File: config.mk
export PLATFORM = sky130hd
export DESIGN_NAME = axis_rr_arbiter_flat
export DESIGN_NICKNAME = d
export VERILOG_FILES = /design/src/rtl/axis_rr_arbiter_if.sv /design/src/rtl/axis_rr_arbiter.sv /design/src/flat_wrapper.sv
export SDC_FILE = /design/constraint.sdc
export NUM_CORES = 1
export LEC_CHECK = 0
export ABC_AREA = 1
export CORE_MARGIN = 2
export CORE_UTILIZATION = 28
export CTS_BUF_LIST = sky130_fd_sc_hd__clkbuf_4
export CTS_CLUSTER_DIAMETER = 60
export DETAILED_ROUTE_END_ITERATION = 8
export PLACE_DENSITY = 0.8
export SLEW_MARGIN = 5
export SYNTH_ARGS = -nofsm -noshare
export SYNTH_HDL_FRONTEND = slang
export SYNTH_SLANG_ARGS = --single-unit
export TNS_END_PERCENT = 100
File: constraint.sdc
create_clock -name ACLK -period 1.45 [get_ports ACLK]
set_input_delay 0.2175 -clock ACLK [delete_from_list [all_inputs] [get_ports ACLK]]
set_output_delay 0.2175 -clock ACLK [all_outputs]
set_load 0.005 [all_outputs]
File: src/rtl/axis_rr_arbiter_if.sv
// Bundle of AXI4-Stream signals for NUM_PORTS parallel channels.
// Flattened buses carry channel i at [i*W +: W]; a single-channel instance is a plain stream port.
interface axis_rr_arbiter_if #(
    parameter int unsigned NUM_PORTS   = 1,
    parameter int unsigned TDATA_WIDTH = 8,
    parameter int unsigned TDEST_WIDTH = 8,
    parameter int unsigned TUSER_WIDTH = 1,
    parameter int unsigned TID_WIDTH   = 8
);
    logic [NUM_PORTS-1:0]                 TVALID;
    logic [NUM_PORTS-1:0]                 TREADY;
    logic [NUM_PORTS*TDATA_WIDTH-1:0]     TDATA;
    logic [NUM_PORTS*TDATA_WIDTH/8-1:0]   TKEEP;
    logic [NUM_PORTS*TDATA_WIDTH/8-1:0]   TSTRB;
    logic [NUM_PORTS-1:0]                 TLAST;
    logic [NUM_PORTS*TID_WIDTH-1:0]       TID;
    logic [NUM_PORTS*TDEST_WIDTH-1:0]     TDEST;
    logic [NUM_PORTS*TUSER_WIDTH-1:0]     TUSER;

    modport master (
        output TVALID, TDATA, TKEEP, TSTRB, TLAST, TID, TDEST, TUSER,
        input  TREADY
    );

    modport slave (
        input  TVALID, TDATA, TKEEP, TSTRB, TLAST, TID, TDEST, TUSER,
        output TREADY
    );
endinterface

File: src/rtl/axis_rr_arbiter.sv
// Packet-atomic round-robin arbiter: merges NUM_SRC AXI4-Stream sources onto one sink.
// The grant is locked from arbitration until the TLAST beat is accepted; the data path
// is a pure combinational mux, so only arbitration costs a cycle (one bubble per packet).
module axis_rr_arbiter #(
    parameter int unsigned NUM_SRC     = 4,
    parameter int unsigned TDATA_WIDTH = 8,
    parameter int unsigned TDEST_WIDTH = 8,
    parameter int unsigned TUSER_WIDTH = 1,
    parameter int unsigned TID_WIDTH   = 8,
    parameter int unsigned TAG_TID     = 0,
    localparam int unsigned GW         = $clog2(NUM_SRC)
) (
    input  logic              ACLK,
    input  logic              ARESETn,
    axis_rr_arbiter_if.slave  S,
    axis_rr_arbiter_if.master M,
    output logic [GW-1:0]     GRANT,
    output logic              BUSY
);
    localparam int unsigned KW = TDATA_WIDTH / 8;

    typedef enum logic {
        IDLE   = 1'b0,
        LOCKED = 1'b1
    } state_t;

    typedef logic [GW:0] idx_t;

    state_t        state_q, state_d;
    logic [GW-1:0] grant_q, grant_d;
    logic [GW-1:0] ptr_q,   ptr_d;
    logic          sel_valid;
    logic          sel_last;
    logic          pkt_done;
    logic          found;
    idx_t          idx;

    assign sel_valid = S.TVALID[grant_q];
    assign sel_last  = S.TLAST[grant_q];
    assign pkt_done  = (state_q == LOCKED) && sel_valid && M.TREADY && sel_last;

    // State, grant and rotating-priority pointer registers
    always_ff @(posedge ACLK or negedge ARESETn) begin
        if (!ARESETn) begin
            state_q <= IDLE;
            grant_q <= '0;
            ptr_q   <= '0;
        end else begin
            state_q <= state_d;
            grant_q <= grant_d;
            ptr_q   <= ptr_d;
        end
    end

    // Next state: rotating search from the pointer in IDLE, release on accepted TLAST
    always_comb begin
        state_d = state_q;
        grant_d = grant_q;
        ptr_d   = ptr_q;
        found   = 1'b0;
        idx     = '0;
        case (state_q)
            IDLE: begin
                for (int unsigned k = 0; k < NUM_SRC; k++) begin
                    idx = {1'b0, ptr_q} + idx_t'(k);
                    if (idx >= idx_t'(NUM_SRC)) begin
                        idx = idx - idx_t'(NUM_SRC);
                    end
                    if (!found && S.TVALID[idx[GW-1:0]]) begin
                        found   = 1'b1;
                        grant_d = idx[GW-1:0];
                    end
                end
                if (found) begin
                    state_d = LOCKED;
                end
            end
            LOCKED: begin
                if (pkt_done) begin
                    state_d = IDLE;
                    ptr_d   = (grant_q == GW'(NUM_SRC - 1)) ? '0 : grant_q + GW'(1);
                end
            end
            default: state_d = IDLE;
        endcase
    end

    // Outputs: steer the granted source to the sink while locked, block everything otherwise
    always_comb begin
        S.TREADY = '0;
        M.TVALID = 1'b0;
        M.TDATA  = '0;
        M.TKEEP  = '0;
        M.TSTRB  = '0;
        M.TLAST  = 1'b0;
        M.TID    = '0;
        M.TDEST  = '0;
        M.TUSER  = '0;
        BUSY     = (state_q == LOCKED);
        GRANT    = grant_q;
        if (state_q == LOCKED) begin
            M.TVALID = sel_valid;
            M.TDATA  = S.TDATA[grant_q*TDATA_WIDTH +: TDATA_WIDTH];
            M.TKEEP  = S.TKEEP[grant_q*KW +: KW];
            M.TSTRB  = S.TSTRB[grant_q*KW +: KW];
            M.TLAST  = sel_last;
            M.TDEST  = S.TDEST[grant_q*TDEST_WIDTH +: TDEST_WIDTH];
            M.TUSER  = S.TUSER[grant_q*TUSER_WIDTH +: TUSER_WIDTH];
            if (TAG_TID != 0) begin
                M.TID = TID_WIDTH'(grant_q);
            end else begin
                M.TID = S.TID[grant_q*TID_WIDTH +: TID_WIDTH];
            end
            S.TREADY[grant_q] = M.TREADY;
        end
    end
endmodule

File: src/flat_wrapper.sv
// flat-port wrapper written by rule: the top's interface ports become plain ports
module axis_rr_arbiter_flat 
#(
    parameter int unsigned NUM_SRC     = 4,
    parameter int unsigned TDATA_WIDTH = 8,
    parameter int unsigned TDEST_WIDTH = 8,
    parameter int unsigned TUSER_WIDTH = 1,
    parameter int unsigned TID_WIDTH   = 8,
    parameter int unsigned TAG_TID     = 0,
    localparam int unsigned GW         = $clog2(NUM_SRC)
)
  (ACLK, ARESETn, GRANT, BUSY, S_TVALID, S_TDATA, S_TKEEP, S_TSTRB, S_TLAST, S_TID, S_TDEST, S_TUSER, S_TREADY, M_TVALID, M_TDATA, M_TKEEP, M_TSTRB, M_TLAST, M_TID, M_TDEST, M_TUSER, M_TREADY);
  axis_rr_arbiter_if #(.NUM_PORTS((4)), .TDATA_WIDTH(TDATA_WIDTH), .TDEST_WIDTH(TDEST_WIDTH), .TUSER_WIDTH(TUSER_WIDTH), .TID_WIDTH(TID_WIDTH)) S_i ();
  axis_rr_arbiter_if #(.NUM_PORTS(1), .TDATA_WIDTH(TDATA_WIDTH), .TDEST_WIDTH(TDEST_WIDTH), .TUSER_WIDTH(TUSER_WIDTH), .TID_WIDTH(TID_WIDTH)) M_i ();
  input  logic ACLK;
  input  logic ARESETn;
  output logic [GW-1:0] GRANT;
  output logic BUSY;
  input wire logic [$bits(S_i.TVALID)-1:0] S_TVALID;
  input wire logic [$bits(S_i.TDATA)-1:0] S_TDATA;
  input wire logic [$bits(S_i.TKEEP)-1:0] S_TKEEP;
  input wire logic [$bits(S_i.TSTRB)-1:0] S_TSTRB;
  input wire logic [$bits(S_i.TLAST)-1:0] S_TLAST;
  input wire logic [$bits(S_i.TID)-1:0] S_TID;
  input wire logic [$bits(S_i.TDEST)-1:0] S_TDEST;
  input wire logic [$bits(S_i.TUSER)-1:0] S_TUSER;
  output wire logic [$bits(S_i.TREADY)-1:0] S_TREADY;
  output wire logic [$bits(M_i.TVALID)-1:0] M_TVALID;
  output wire logic [$bits(M_i.TDATA)-1:0] M_TDATA;
  output wire logic [$bits(M_i.TKEEP)-1:0] M_TKEEP;
  output wire logic [$bits(M_i.TSTRB)-1:0] M_TSTRB;
  output wire logic [$bits(M_i.TLAST)-1:0] M_TLAST;
  output wire logic [$bits(M_i.TID)-1:0] M_TID;
  output wire logic [$bits(M_i.TDEST)-1:0] M_TDEST;
  output wire logic [$bits(M_i.TUSER)-1:0] M_TUSER;
  input wire logic [$bits(M_i.TREADY)-1:0] M_TREADY;
  assign S_i.TVALID = S_TVALID;
  assign S_i.TDATA = S_TDATA;
  assign S_i.TKEEP = S_TKEEP;
  assign S_i.TSTRB = S_TSTRB;
  assign S_i.TLAST = S_TLAST;
  assign S_i.TID = S_TID;
  assign S_i.TDEST = S_TDEST;
  assign S_i.TUSER = S_TUSER;
  assign S_TREADY = S_i.TREADY;
  assign M_TVALID = M_i.TVALID;
  assign M_TDATA = M_i.TDATA;
  assign M_TKEEP = M_i.TKEEP;
  assign M_TSTRB = M_i.TSTRB;
  assign M_TLAST = M_i.TLAST;
  assign M_TID = M_i.TID;
  assign M_TDEST = M_i.TDEST;
  assign M_TUSER = M_i.TUSER;
  assign M_i.TREADY = M_TREADY;
  axis_rr_arbiter #(.NUM_SRC(NUM_SRC), .TDATA_WIDTH(TDATA_WIDTH), .TDEST_WIDTH(TDEST_WIDTH), .TUSER_WIDTH(TUSER_WIDTH), .TID_WIDTH(TID_WIDTH), .TAG_TID(TAG_TID)) u_core (.ACLK(ACLK), .ARESETn(ARESETn), .S(S_i), .M(M_i), .GRANT(GRANT), .BUSY(BUSY));
endmodule
==> flow_summary.yaml <==
global_routing:
  antenna_found_initial: 0
  grt_max_degree: 32
  grt_pass1_wl_um: 13790
  globalRouteMet2Util: 0.5331
  grt_util_met3: 0.06023
  grt_util_met1: 0.2816
  grt_pass1_vias: 3038
  gr-total-overflow: 0
  top_usage_layer: "met2"
  grt.total_usage: 0.2755
sta:
  finalSetupViolations: 38
  finalCriticalPeriod_ps: 1803
  rsz0062_at_grt: "yes"
  fmax_ghz: 0.5546
  whs_ps: 196.5
  finClkSkew_ps: 0.2500
  fin_setup_tns_ps: -10200
  setup_ws_ps: -353.3
  hold_viol_final: 0
  relSlewSlack: 0.8081
  slew_violations: 0
  finalCritPeriodShare: 1.244
  worst_slew_pin_slew_ps: 287.1
cts:
  path_clk_slew_ps: 50
  clkSinkCount: 5
  numCtsBuffers: 3
  clockBufferDepth: 2
  h-tree-depth: 1
  cts_hold_buf: 0
  root_buffer: "clkbuf_4"
  clk_latency_ps: 260
  cts_tree: "built"
worst_setup_path:
  worstReg2RegStart: "u_core.GRANT[0]$_DFFE_PN0P_"
  path_class: "register to output port"
  cp_max_fo: 6
  cp-start-kind: "register"
  cp_slowest_cell: "dfrtp_2"
  required_ps: 1230
  crit_start: "u_core.GRANT[0]$_DFFE_PN0P_"
  crit_end: "M_TID[0]"
  cpPeakStageDelay_ps: 370
  path_buf_inv: 4
  cp-end-kind: "output port"
  crit_family: "buffers and inverters"
  crit_arrival_ps: 1590
  timing.rr.end: "u_core.BUSY$_DFF_PN0_"
  rrSetupSlack_ps: -330
  r2r_cells: 10
  cp_cell_sequence: "buf_6 -> buf_12 -> buf_12 -> nor2_1 -> nor2_1 -> o21ai_1 -> a21oi_1 -> buf_2"
  path_depth: 8
floorplanning:
  die_w_um: 79.07
  die_h_um: 79.07
  ioPinCount: 155
  rows: 27
  dieArea_sq_um: 6251
  core_area_sq_um: 5473
  start_util: 0.2883
cells_and_area:
  fillCellCount: 352
  num_antenna_cells: 0
  multi_input_area_sq_um: 1727
  fin_nets: 642
  seqCellArea_sq_um: 128.9
  final_common_cell: "clkdlybuf4s50_1"
  area_delta_synth_final_pct: 172.2
  drive_gt1_frac: 0.4228
  layout_common_cells: "117 x clkdlybuf4s50_1, 65 x nor2_1, 34 x o21ai_1, 34 x buf_2, 32 x nor2_2"
route:
  drtIter0Drc: 151
  first_pass_iters: 5
  drc: 0
  final_antenna_net_count: 0
  via_count: 3094
  viasPerCell: 5.244
  wl_per_cell_um: 17.16
  drt_wl_total_um: 10120
synth:
  synth_top_area_cell: "nor2_1"
  syn_inst: 320
  mappedNetlistArea_sq_um: 1578
  syn-num-nets: 443
  synth_top_cell_area_share: 0.2807
  seq_area_frac_synth: 0.07930
  yosysUniqueCellTypes: 23
  ys.warnings.count: 0
  synth.area.top_cells: "nor2_1 28%, o21ai_0 17%, nand2_1 10%"
  avgSynthCellArea_sq_um: 4.931
  ys_ff_latch: 5
placement:
  dpl.hpwl_um: 5711
  dpl_worst_slack_ps: -391.7
  portBuffers: 154
  place.gp.congestion: 0.8232
power_and_ir_drop:
  powerDensity_nw_per_um2: 1956
  peakVddDrop_uv: 1034
  p_leak_nw: 1.859
hold_path:
  hp-class: "input port to asynchronous set/reset pin"
flow_run:
  max_cap_violations: 0
status:
  status: "finished, violations left"
  violations: "negative setup slack"
[cells in the mapped netlist (all sizes together)]
| master | n |
|---|---|
| ha | 4 |
| inv | 13 |
| nand4 | 2 |
| nand3b | 2 |
| nor2 | 119 |
| o21ai | 59 |
| nand2 | 54 |
| nor3 | 1 |
| clkbuf | 9 |
| dfrtp | 5 |
| a21oi | 28 |
| nand3 | 10 |
| clkinv | 1 |
| buf | 13 |
[stage by stage]
stage          area, sq um    util  power, mW  instances
2_1_floorplan         1579       -      3.043        320
3_3_place_gp          3341  0.6104      5.519        547
3_5_place_dp          3341  0.6104      5.591        547
4_1_cts               3897  0.7122      7.161        580
6_report              4295  0.7849      8.404        590
5_1_grt               4295  0.7849      8.924        590
[state kept, by name (all words and copies together), names as in the netlist]
signal,flops
u_core.ptr_q,2
u_core.BUSY,1
u_core.GRANT,2
[report_power, final]
| group | switching, mW | internal (mW) |
|---|---|---|
| logic | 3.88 | 4.01 |
| clock network | 0.0769 | 0.124 |
| registers | 0.101 | 0.215 |
| total | 4.06 | 4.34 |
[per-layer routing]
layer | wire length (um) | share of wire | up-vias
met3 | 689 | 0.068 | 50
met5 | 0 | 0 | -
met4 | 532 | 0.053 | 0
met1 | 3555 | 0.35 | 1434
met2 | 5346 | 0.53 | 173
li1 | - | - | 1437
[cell families (layout without fill, tap and decap cells)]
logic type / after synthesis / after routing / share of synthesized area
simple gates: 188 / 188 / 0.5115
compound gates: 87 / 87 / 0.2760
buf+inv: 36 / 234 / 0.1015
flops: 5 / 5 / 0.07930
fa+ha+maj: 4 / 4 / 0.03172
[area by class of cell]
type                            count  share of cell area
Tap cell                           72             0.02097
Sequential cell                     5             0.03000
Multi-Input combinational cell    279              0.4020
Clock buffer                        4            0.006991
Inverter                           14             0.01573
Timing Repair Buffer              216              0.5243
[how the worst min path moves through the flow]
stage | from | to | slack, ps | cells after the start
2_1_floorplan | ARESETn | u_core.BUSY$_DFF_PN0_ | -80 | 0
3_3_place_gp | ARESETn | u_core.BUSY$_DFF_PN0_ | 470 | 1
3_5_place_dp | ARESETn | u_core.ptr_q[1]$_DFFE_PN0P_ | 470 | 1
4_1_cts | ARESETn | u_core.BUSY$_DFF_PN0_ | 210 | 1
5_1_grt | ARESETn | u_core.GRANT[1]$_DFFE_PN0P_ | 230 | 1
6_report | ARESETn | u_core.BUSY$_DFF_PN0_ | 200 | 1
[timing repair]
item | CTS | global route
gates resized for setup | 278 | 84
cloned | 11 | 2
pin swaps | 41 | 52
endpoints found under the setup margin | 40 | 38
setup buffers | 18 | 10
[worst reg2reg max path, stage by stage (launching register included)]
cell and delay, ps:
dfrtp_2 410, buf_6 150, clkbuf_16 160, a21oi_2 100
o21ai_1 90, nand2_1 100, inv_2 50, buf_6 110
nor3_4 260, buf_4 160, o21ai_1 60
Note: power is estimated with default switching activity, not from simulation.
